File: config.mk
export PLATFORM = sky130hd
export DESIGN_NAME = fetch_ctrl
export DESIGN_NICKNAME = d
export VERILOG_FILES = /design/src/rtl/fetch_ctrl_pkg.sv /design/src/rtl/fetch_ctrl_redirect_buf.sv /design/src/rtl/fetch_ctrl.sv
export SDC_FILE = /design/constraint.sdc
export NUM_CORES = 1
export LEC_CHECK = 0
export BUFFER_PORTS_ARGS = -buffer_cell sky130_fd_sc_hd__buf_2
export CAP_MARGIN = 20
export CORE_MARGIN = 5
export CORE_UTILIZATION = 49
export CTS_CLUSTER_DIAMETER = 40
export DETAILED_ROUTE_END_ITERATION = 6
export PLACE_DENSITY = 0.86
export SYNTH_ARGS = -nofsm -noshare
export SYNTH_HDL_FRONTEND = slang
export SYNTH_HIERARCHICAL = 1
export SYNTH_SLANG_ARGS = --single-unit
File: constraint.sdc
create_clock -name clk -period 2.7 [get_ports clk]
set_input_delay 0.27 -clock clk [delete_from_list [all_inputs] [get_ports clk]]
set_output_delay 0.27 -clock clk [all_outputs]
set_load 0.03 [all_outputs]
File: src/rtl/fetch_ctrl_pkg.sv
// Shared encodings for the fetch sequencer: PC-block control word,
// sequencer state encoding and pending-redirect kind.
package fetch_ctrl_pkg;

  typedef logic [1:0] ctrl_bus_t;

  localparam ctrl_bus_t CTRL_STATE_Default = 2'b00;
  localparam ctrl_bus_t CTRL_STATE_Stalled = 2'b01;
  localparam ctrl_bus_t CTRL_STATE_Branch  = 2'b10;

  localparam logic [1:0] ST_BOOT  = 2'd0;
  localparam logic [1:0] ST_RUN   = 2'd1;
  localparam logic [1:0] ST_PEND  = 2'd2;
  localparam logic [1:0] ST_FLUSH = 2'd3;

  localparam logic KIND_BRANCH = 1'b0;
  localparam logic KIND_TRAP   = 1'b1;

  function automatic logic any_stall(input logic hazard, input logic mem, input logic icache_ready);
    return hazard | mem | ~icache_ready;
  endfunction

endpackage

File: src/rtl/fetch_ctrl_redirect_buf.sv
// Single-entry pending redirect: a trap always overwrites, a branch only
// overwrites an empty slot or a pending branch.
module fetch_ctrl_redirect_buf
  import fetch_ctrl_pkg::*;
#(
  parameter int ADDR_W = 64
) (
  input  logic              clk,
  input  logic              rst,
  input  logic              trap_wr,
  input  logic              br_wr,
  input  logic [ADDR_W-1:0] trap_tgt,
  input  logic [ADDR_W-1:0] br_tgt,
  input  logic              clr,
  output logic [ADDR_W-1:0] pend_tgt
);

  logic              valid_reg;
  logic              kind_reg;
  logic [ADDR_W-1:0] tgt_reg;
  logic              br_ok;

  assign br_ok = br_wr && !(valid_reg && (kind_reg == KIND_TRAP));

  always_ff @(posedge clk or negedge rst) begin
    if (!rst) begin
      valid_reg <= 1'b0;
      kind_reg  <= KIND_BRANCH;
      tgt_reg   <= '0;
    end else if (clr) begin
      valid_reg <= 1'b0;
      kind_reg  <= KIND_BRANCH;
      tgt_reg   <= '0;
    end else if (trap_wr) begin
      valid_reg <= 1'b1;
      kind_reg  <= KIND_TRAP;
      tgt_reg   <= trap_tgt;
    end else if (br_ok) begin
      valid_reg <= 1'b1;
      kind_reg  <= KIND_BRANCH;
      tgt_reg   <= br_tgt;
    end
  end

  assign pend_tgt = tgt_reg;

endmodule

File: src/rtl/fetch_ctrl.sv
// Fetch-stage sequencer driving the PC block control word and redirect target.
// Optional performance counters are built when FETCH_PERF_CNT_EN is defined.
module fetch_ctrl
  import fetch_ctrl_pkg::*;
#(
  parameter int ADDR_W      = 64,
  parameter int FLUSH_DEPTH = 2
) (
  input  logic              clk,
  input  logic              rst,
  input  logic              hazard_stall_i,
  input  logic              mem_stall_i,
  input  logic              icache_ready_i,
  input  logic              br_valid_i,
  input  logic [ADDR_W-1:0] br_target_i,
  input  logic              trap_valid_i,
  input  logic [ADDR_W-1:0] trap_target_i,
  output logic [1:0]        ctrl_signal_o,
  output logic [ADDR_W-1:0] pc_new_o,
  output logic              flush_o,
  output logic              misalign_o,
  output logic [31:0]       stall_cnt_o,
  output logic [31:0]       redir_cnt_o
);

  localparam logic [2:0] DEPTH = 3'(FLUSH_DEPTH);

  logic [1:0]        state_reg, state_next;
  logic [2:0]        cnt_reg, cnt_next;
  logic              stall, req;
  logic [ADDR_W-1:0] tgt, issue_tgt, pend_tgt;
  logic              issue;
  logic              buf_trap_wr, buf_br_wr, buf_clr;
  ctrl_bus_t         ctrl;

  assign stall = any_stall(hazard_stall_i, mem_stall_i, icache_ready_i);
  assign req   = trap_valid_i | br_valid_i;
  assign tgt   = trap_valid_i ? trap_target_i : br_target_i;

  always_comb begin
    ctrl        = CTRL_STATE_Stalled;
    issue       = 1'b0;
    issue_tgt   = tgt;
    state_next  = state_reg;
    cnt_next    = cnt_reg;
    buf_trap_wr = 1'b0;
    buf_br_wr   = 1'b0;
    buf_clr     = 1'b0;
    case (state_reg)
      ST_BOOT: state_next = ST_RUN;
      ST_RUN: begin
        if (req && !stall) begin
          issue = 1'b1;
        end else if (req) begin
          buf_trap_wr = trap_valid_i;
          buf_br_wr   = br_valid_i;
          state_next  = ST_PEND;
        end else if (!stall) begin
          ctrl = CTRL_STATE_Default;
        end
      end
      ST_PEND: begin
        if (stall) begin
          buf_trap_wr = trap_valid_i;
          buf_br_wr   = br_valid_i;
        end else begin
          issue     = 1'b1;
          issue_tgt = trap_valid_i ? trap_target_i : pend_tgt;
          buf_clr   = 1'b1;
        end
      end
      default: begin
        // Branches seen here are on the wrong path; only traps matter.
        if (trap_valid_i && !stall) begin
          issue = 1'b1;
        end else if (trap_valid_i) begin
          buf_trap_wr = 1'b1;
          state_next  = ST_PEND;
        end else if (!stall) begin
          ctrl     = CTRL_STATE_Default;
          cnt_next = (cnt_reg == 3'd0) ? 3'd0 : cnt_reg - 3'd1;
          if (cnt_reg <= 3'd1) state_next = ST_RUN;
        end
      end
    endcase
    if (issue) begin
      ctrl       = CTRL_STATE_Branch;
      cnt_next   = DEPTH;
      state_next = (DEPTH == 3'd0) ? ST_RUN : ST_FLUSH;
    end
  end

  always_ff @(posedge clk or negedge rst) begin
    if (!rst) begin
      state_reg <= ST_BOOT;
      cnt_reg   <= 3'd0;
    end else begin
      state_reg <= state_next;
      cnt_reg   <= cnt_next;
    end
  end

  fetch_ctrl_redirect_buf #(.ADDR_W(ADDR_W)) u_redirect_buf (
    .clk      (clk),
    .rst      (rst),
    .trap_wr  (buf_trap_wr),
    .br_wr    (buf_br_wr),
    .trap_tgt (trap_target_i),
    .br_tgt   (br_target_i),
    .clr      (buf_clr),
    .pend_tgt (pend_tgt)
  );

  assign ctrl_signal_o = ctrl;
  assign pc_new_o      = issue ? {issue_tgt[ADDR_W-1:2], 2'b00} : '0;
  assign misalign_o    = issue & (|issue_tgt[1:0]);
  assign flush_o       = issue | (state_reg == ST_FLUSH);

`ifdef FETCH_PERF_CNT_EN
  logic [31:0] stall_cnt_reg, redir_cnt_reg;

  always_ff @(posedge clk or negedge rst) begin
    if (!rst) begin
      stall_cnt_reg <= '0;
      redir_cnt_reg <= '0;
    end else begin
      if (ctrl == CTRL_STATE_Stalled && state_reg != ST_BOOT) stall_cnt_reg <= stall_cnt_reg + 32'd1;
      if (ctrl == CTRL_STATE_Branch) redir_cnt_reg <= redir_cnt_reg + 32'd1;
    end
  end

  assign stall_cnt_o = stall_cnt_reg;
  assign redir_cnt_o = redir_cnt_reg;
`else
  assign stall_cnt_o = '0;
  assign redir_cnt_o = '0;
`endif

endmodule
**Word-level counts from Yosys, hierarchy flattened**

Index checks and enable logic that the tools add are counted.

- Bits in registers: 71
- Bits of input ports: 135
- Word-level logic and storage cells: 90

- Add/subtract/negate cells: 1
- Order comparisons: 1
- Equal/unequal tests: 12
- Mux-type cells: 50
- Bitwise operators: 6
- Reductions and logical operators: 15

Operators by type and width:

| cell | count |
|---|---|
| 64-bit 2-to-1 mux | 8 |
| 1-bit 2-to-1 mux | 21 |
| 2-bit 2-to-1 mux | 10 |
| 3-bit 2-to-1 mux | 6 |
| 2-bit by 1-bit inequality test with 1-bit output (second input constant) | 3 |
| 3-bit inequality test (second input constant) | 2 |
| 1-bit case mux with 3 select lines | 2 |
| 2-bit case mux with 3 select lines | 1 |
| 6-bit AND reduction | 1 |
| 5-bit by 2-bit inequality test with 1-bit output (second input constant) | 1 |
| 5-bit nonzero test | 1 |
| 2-bit == test (second input constant) | 2 |
| 1-bit logical AND | 4 |
| 2-bit inequality test (second input constant) | 2 |
| 4-bit by 2-bit inequality test with 1-bit output (second input constant) | 1 |
| 1-bit bitwise OR | 4 |
| 2-bit case mux with 2 select lines | 1 |
| 4-bit AND reduction | 1 |
| 2-bit OR reduction | 2 |
| 3-bit by 1-bit <= comparator with 1-bit output (second input constant) | 1 |
| 3-bit zero test | 1 |
| 3-bit nonzero test | 1 |
| 3-bit OR reduction | 1 |
| 3-bit by 1-bit subtractor with 3-bit output (second input constant) | 1 |
| 6 further kinds | 7 |

**Longest topological paths before layout**

- Word-level depth: 10
- Gate-level depth with buffers: 11
- Mapped depth without buffers: 7

**Cells and area by module**

The synthesis kept the hierarchy.

Modules (own cells, without submodules):

| module | instances | cells an instance | area an instance (µm²) | sequential area each (µm²) |
|---|---|---|---|---|
| fetch_ctrl_redirect_buf | 1 | 288 | 3,439.5 | 1,651.6 |
| fetch_ctrl | 1 | 338 | 2,681.3 | 125.1 |

**Least setup slack after synthesis**

No wires, ideal clock.

- Kind: input to register
- Start point: in trap_valid_i
- End point: reg u_redirect_buf.tgt_reg[51], in the netlist u_redirect_buf/pend_tgt[51]
- Library setup time: 0.127 ns
- Arrival time: 2.293 ns
- Setup slack: 0.280 ns
- Cell stages on the path: 10
- Path through: buf_6 > buf_2 > buf_1 > and3_1 > clkbuf_1 > buf_2 > buf_4 > mux2i_1 > nor2_1 > mux2_1

- Word-level cells in the longest chain between the ends: 6

RTL lines:

| element | line | text |
|---|---|---|
| from (decl) | fetch_ctrl.sv:16 | `input logic trap_valid_i,` |
| 1-bit bitwise OR | fetch_ctrl.sv:37 | `assign req = trap_valid_i \| br_valid_i;` |
| 1-bit 2-to-1 mux / 1-bit logical AND (equally long branches) | fetch_ctrl.sv:54, fetch_ctrl.sv:52 |  |
| 1-bit 2-to-1 mux | fetch_ctrl.sv:52 | `if (req && !stall) begin` |
| 1-bit case mux with 3 select lines * | fetch_ctrl.sv:49 | `case (state_reg)` |
| named net buf_trap_wr | fetch_ctrl.sv:33 | `logic buf_trap_wr, buf_br_wr, buf_clr;` |
| 64-bit 2-to-1 mux | fetch_ctrl_redirect_buf.sv:34 | `end else if (trap_wr) begin` |
| 64-bit 2-to-1 mux | fetch_ctrl_redirect_buf.sv:30 | `end else if (clr) begin` |
| to (signal assigned) | fetch_ctrl_redirect_buf.sv:37 | `tgt_reg <= trap_tgt;` |
| to (signal assigned) | fetch_ctrl_redirect_buf.sv:41 | `tgt_reg <= br_tgt;` |
| to (decl) | fetch_ctrl_redirect_buf.sv:20 | `logic [ADDR_W-1:0] tgt_reg;` |

Mark *: on every way through the listed nets, which the timed path passes. The rest lies on a longest branch.
A chain may end at the register's enable or synchronous reset.

**Final worst setup path**

- Start point: reg state_reg[0]
- End point: out pc_new_o[31]

- Word-level cells in the longest chain between the ends: 3

RTL lines:

| element | line | text |
|---|---|---|
| from (decl) | fetch_ctrl.sv:28 | `logic [1:0] state_reg, state_next;` |
| from (signal assigned) | fetch_ctrl.sv:98 | `state_reg <= state_next;` |
| 2-bit == test (tied with other cells) | fetch_ctrl.sv:49 |  |
| 1-bit case mux with 3 select lines / 64-bit 2-to-1 mux (equally long branches) | fetch_ctrl.sv:49 |  |
| 64-bit 2-to-1 mux * | fetch_ctrl.sv:115 | `assign pc_new_o = issue ? {issue_tgt[ADDR_W-1:2], 2'b00} : '0;` |
| to (decl) | fetch_ctrl.sv:19 | `output logic [ADDR_W-1:0] pc_new_o,` |

Every way passes the cells marked *; elsewhere a longest branch is shown, timed or not.

==> results.json <==
{
  "min_period_ns": 2.62,
  "drt_iter0_drc": 264,
  "rows": 40,
  "viasPerCell": 5.04,
  "syn_area_um2": 6120,
  "grt_first_pass_wirelength_um": 23200,
  "core_area_um2": 12100,
  "htreeDepth": 3,
  "cts_root_buf": "clkbuf_16",
  "clk_path_buf_depth": 2,
  "path_class": "reg2out",
  "grt_pass1_vias": 4915,
  "endpoint_kind": "primary output",
  "dieArea_um2": 14800,
  "gp_congestion": 0.779,
  "path_clk_slew_ns": 0.06,
  "dp.cells": 959,
  "max_slew_margin": 0.395,
  "synthArstFlopShare": 1.00,
  "synthFlopType": "dfrtp_1",
  "antenna_found_initial": 0,
  "outcome": "completed",
  "die_w_um": 122,
  "drc": 0,
  "clk_latency_ns": 0.32,
  "avgRoutedWirePerCell_um": 15.7,
  "ys_seq_area_frac": 0.290,
  "cts_tree": "done",
  "largest_register_ffs": 64,
  "dr.pass1.iters": 4,
  "fmax_mhz": 382,
  "diodes": 0,
  "synth_edf_count": 0,
  "ir_drop_v": 0.000443,
  "fp.dieH_um": 122,
  "vias": 4963,
  "worstPathMaxFanout": 13,
  "top_level_ports": 267,
  "clock_skew_ns": 0.00737,
  "drive_gt1_frac": 0.441,
  "hold_viol": 0,
  "nets": 953,
  "reg2reg_depth": 7,
  "setup_viol": 0,
  "synth-seq-cells": 71,
  "final_util": 0.621,
  "p_per_area_nw_per_um2": 825,
  "finalNonFillerCells": 985,
  "arrival_ns": 2.35,
  "overflow": 0,
  "grt_max_degree": 72,
  "syn_area_per_cell_um2": 9.78,
  "power_mw": 6.21,
  "cts_made_buffers": 9,
  "finalMaxSlewViolations": 0,
  "startpoint_type": "flop",
  "drt_wl_total_um": 15500,
  "detail-route-antenna-nets": 0,
  "io_buffer_count": 200,
  "synth_cells": 626,
  "cp.required_ns": 2.43,
  "hold_class": "in2async",
  "cts.sinks": 71,
  "finalCritPeriodShare": 0.969,
  "initial_core_util": 0.505,
  "area_delta_synth_final_pct": 22.9,
  "dp.final_hpwl_um": 10900,
  "ys_warn_count": 6,
  "max_cap_viol_count": 0,
  "yosysUniqueCellTypes": 36,
  "p_leak_nw": 3.81,
  "track_usage": 0.192,
  "worst_pin_slew_ns": 0.908
}
-- placed cells by master, fill, tap and decap left out, types with 2 or more instances in the layout --
cell and instances:
a21oi_1 4, buf_12 3, buf_2 198, buf_4 12, buf_6 3, buf_8 2
bufbuf_16 2, bufinv_16 3, clkbuf_16 11, clkinvlp_4 2, conb_1 66, dfrtp_1 71
ha_1 4, inv_1 7, mux2_1 14, mux2_2 113, mux2i_1 128, nand2_1 3
nor2_1 133, nor4_1 2, o211ai_1 2, o21ai_0 5, or2_2 2, or3_1 3
or4_1 2
-- layer usage --
metal / wire length (um) / up-vias / track usage
met4: 194 / 0 / 0.0525
met3: 939 / 14 / 0.0455
met2: 8120 / 178 / 0.350
met5: 0 / - / 0
li1: - / 2403 / -
met1: 6210 / 2368 / 0.224
-- report_power, final --
part / switching [mW] / internal [mW]
registers: 0.286 / 1.62
logic: 1.50 / 1.44
clock network: 0.438 / 0.928
total: 2.22 / 3.99
-- path summary, 6_finish.rpt --
check | from | to | slack (ns)
min | rst | u_redirect_buf/pend_tgt[54]$_DFFE_PN0P_ | 0.05
min reg2reg | u_redirect_buf/pend_tgt[15]$_DFFE_PN0P_ | u_redirect_buf/pend_tgt[15]$_DFFE_PN0P_ | 0.49
max reg2reg | state_reg[1]$_DFFE_PN0P_ | u_redirect_buf/pend_tgt[52]$_DFFE_PN0P_ | 0.18
max | state_reg[0]$_DFFE_PN0P_ | pc_new_o[31] | 0.08
min in group clk | br_target_i[10] | u_redirect_buf/pend_tgt[10]$_DFFE_PN0P_ | 0.32
max in group asynchronous | rst | u_redirect_buf/pend_tgt[35]$_DFFE_PN0P_ | 2.02
-- synth_stat cells, types with 3 or more instances --
cell / number / area (um^2)
a21oi_1: 4 / 20.0
buf_1: 9 / 33.8
buf_2: 12 / 60.1
buf_4: 77 / 578
buf_6: 6 / 67.6
clkbuf_1: 9 / 33.8
dfrtp_1: 71 / 1780
ha_1: 6 / 75.1
inv_1: 8 / 30.0
mux2_1: 14 / 158
mux2_2: 113 / 1270
mux2i_1: 128 / 1280
nand2_1: 3 / 11.3
nor2_1: 133 / 499
o21ai_0: 5 / 25.0
or3_1: 3 / 18.8
-- cells by family after synthesis --
logic type	after synthesis	share of synthesized area
simple gates	154	0.104
mux	255	0.443
other cells	1	0.000613
fa+ha+maj	6	0.0123
buf+inv	121	0.131
flops	71	0.290
compound gates	18	0.0190
-- worst max-delay path: stages (launching register included) --
cell and delay, ns:
dfrtp_1 0.41, inv_2 0.12, ha_4 0.15, and4bb_4 0.26, buf_12 0.14, buf_12 0.15
mux2_2 0.35, mux2i_1 0.20, nor2_1 0.06, buf_2 0.17
-- final cells by class --
class	count	area, um^2
Timing Repair Buffer	223	1350
Clock inverter	5	105
Tap cell	168	210
Sequential cell	71	1780
Multi-Input combinational cell	499	3810
Clock buffer	11	243
Inverter	8	30.0
Fill cell	1009	4590
-- stage by stage --
| step | hold slack, ns | setup WS, ns | setup TNS (ns) | instance area (um^2) |
|---|---|---|---|---|
| finish | 0.0512 | 0.0849 | 0 | 7520 |
| global route | 0.147 | -0.0105 | -0.0716 | 7520 |
| CTS | 0.104 | 0.0198 | 0 | 7400 |
| detailed placement | 0.458 | 0.0927 | 0 | 6950 |
| global placement | 0.454 | 0.214 | 0 | 6950 |
| floorplan | -0.0256 | 0.280 | 0 | 6360 |
-- timing repair --
action	in CTS	in global routing
buffers inserted	1	4
hold buffers	0	0
gates cloned	2	3
gates resized for setup	5	9
pin swaps	1	1
endpoints found under the setup margin	64	64
Note: power is estimated with default switching activity, not from simulation.
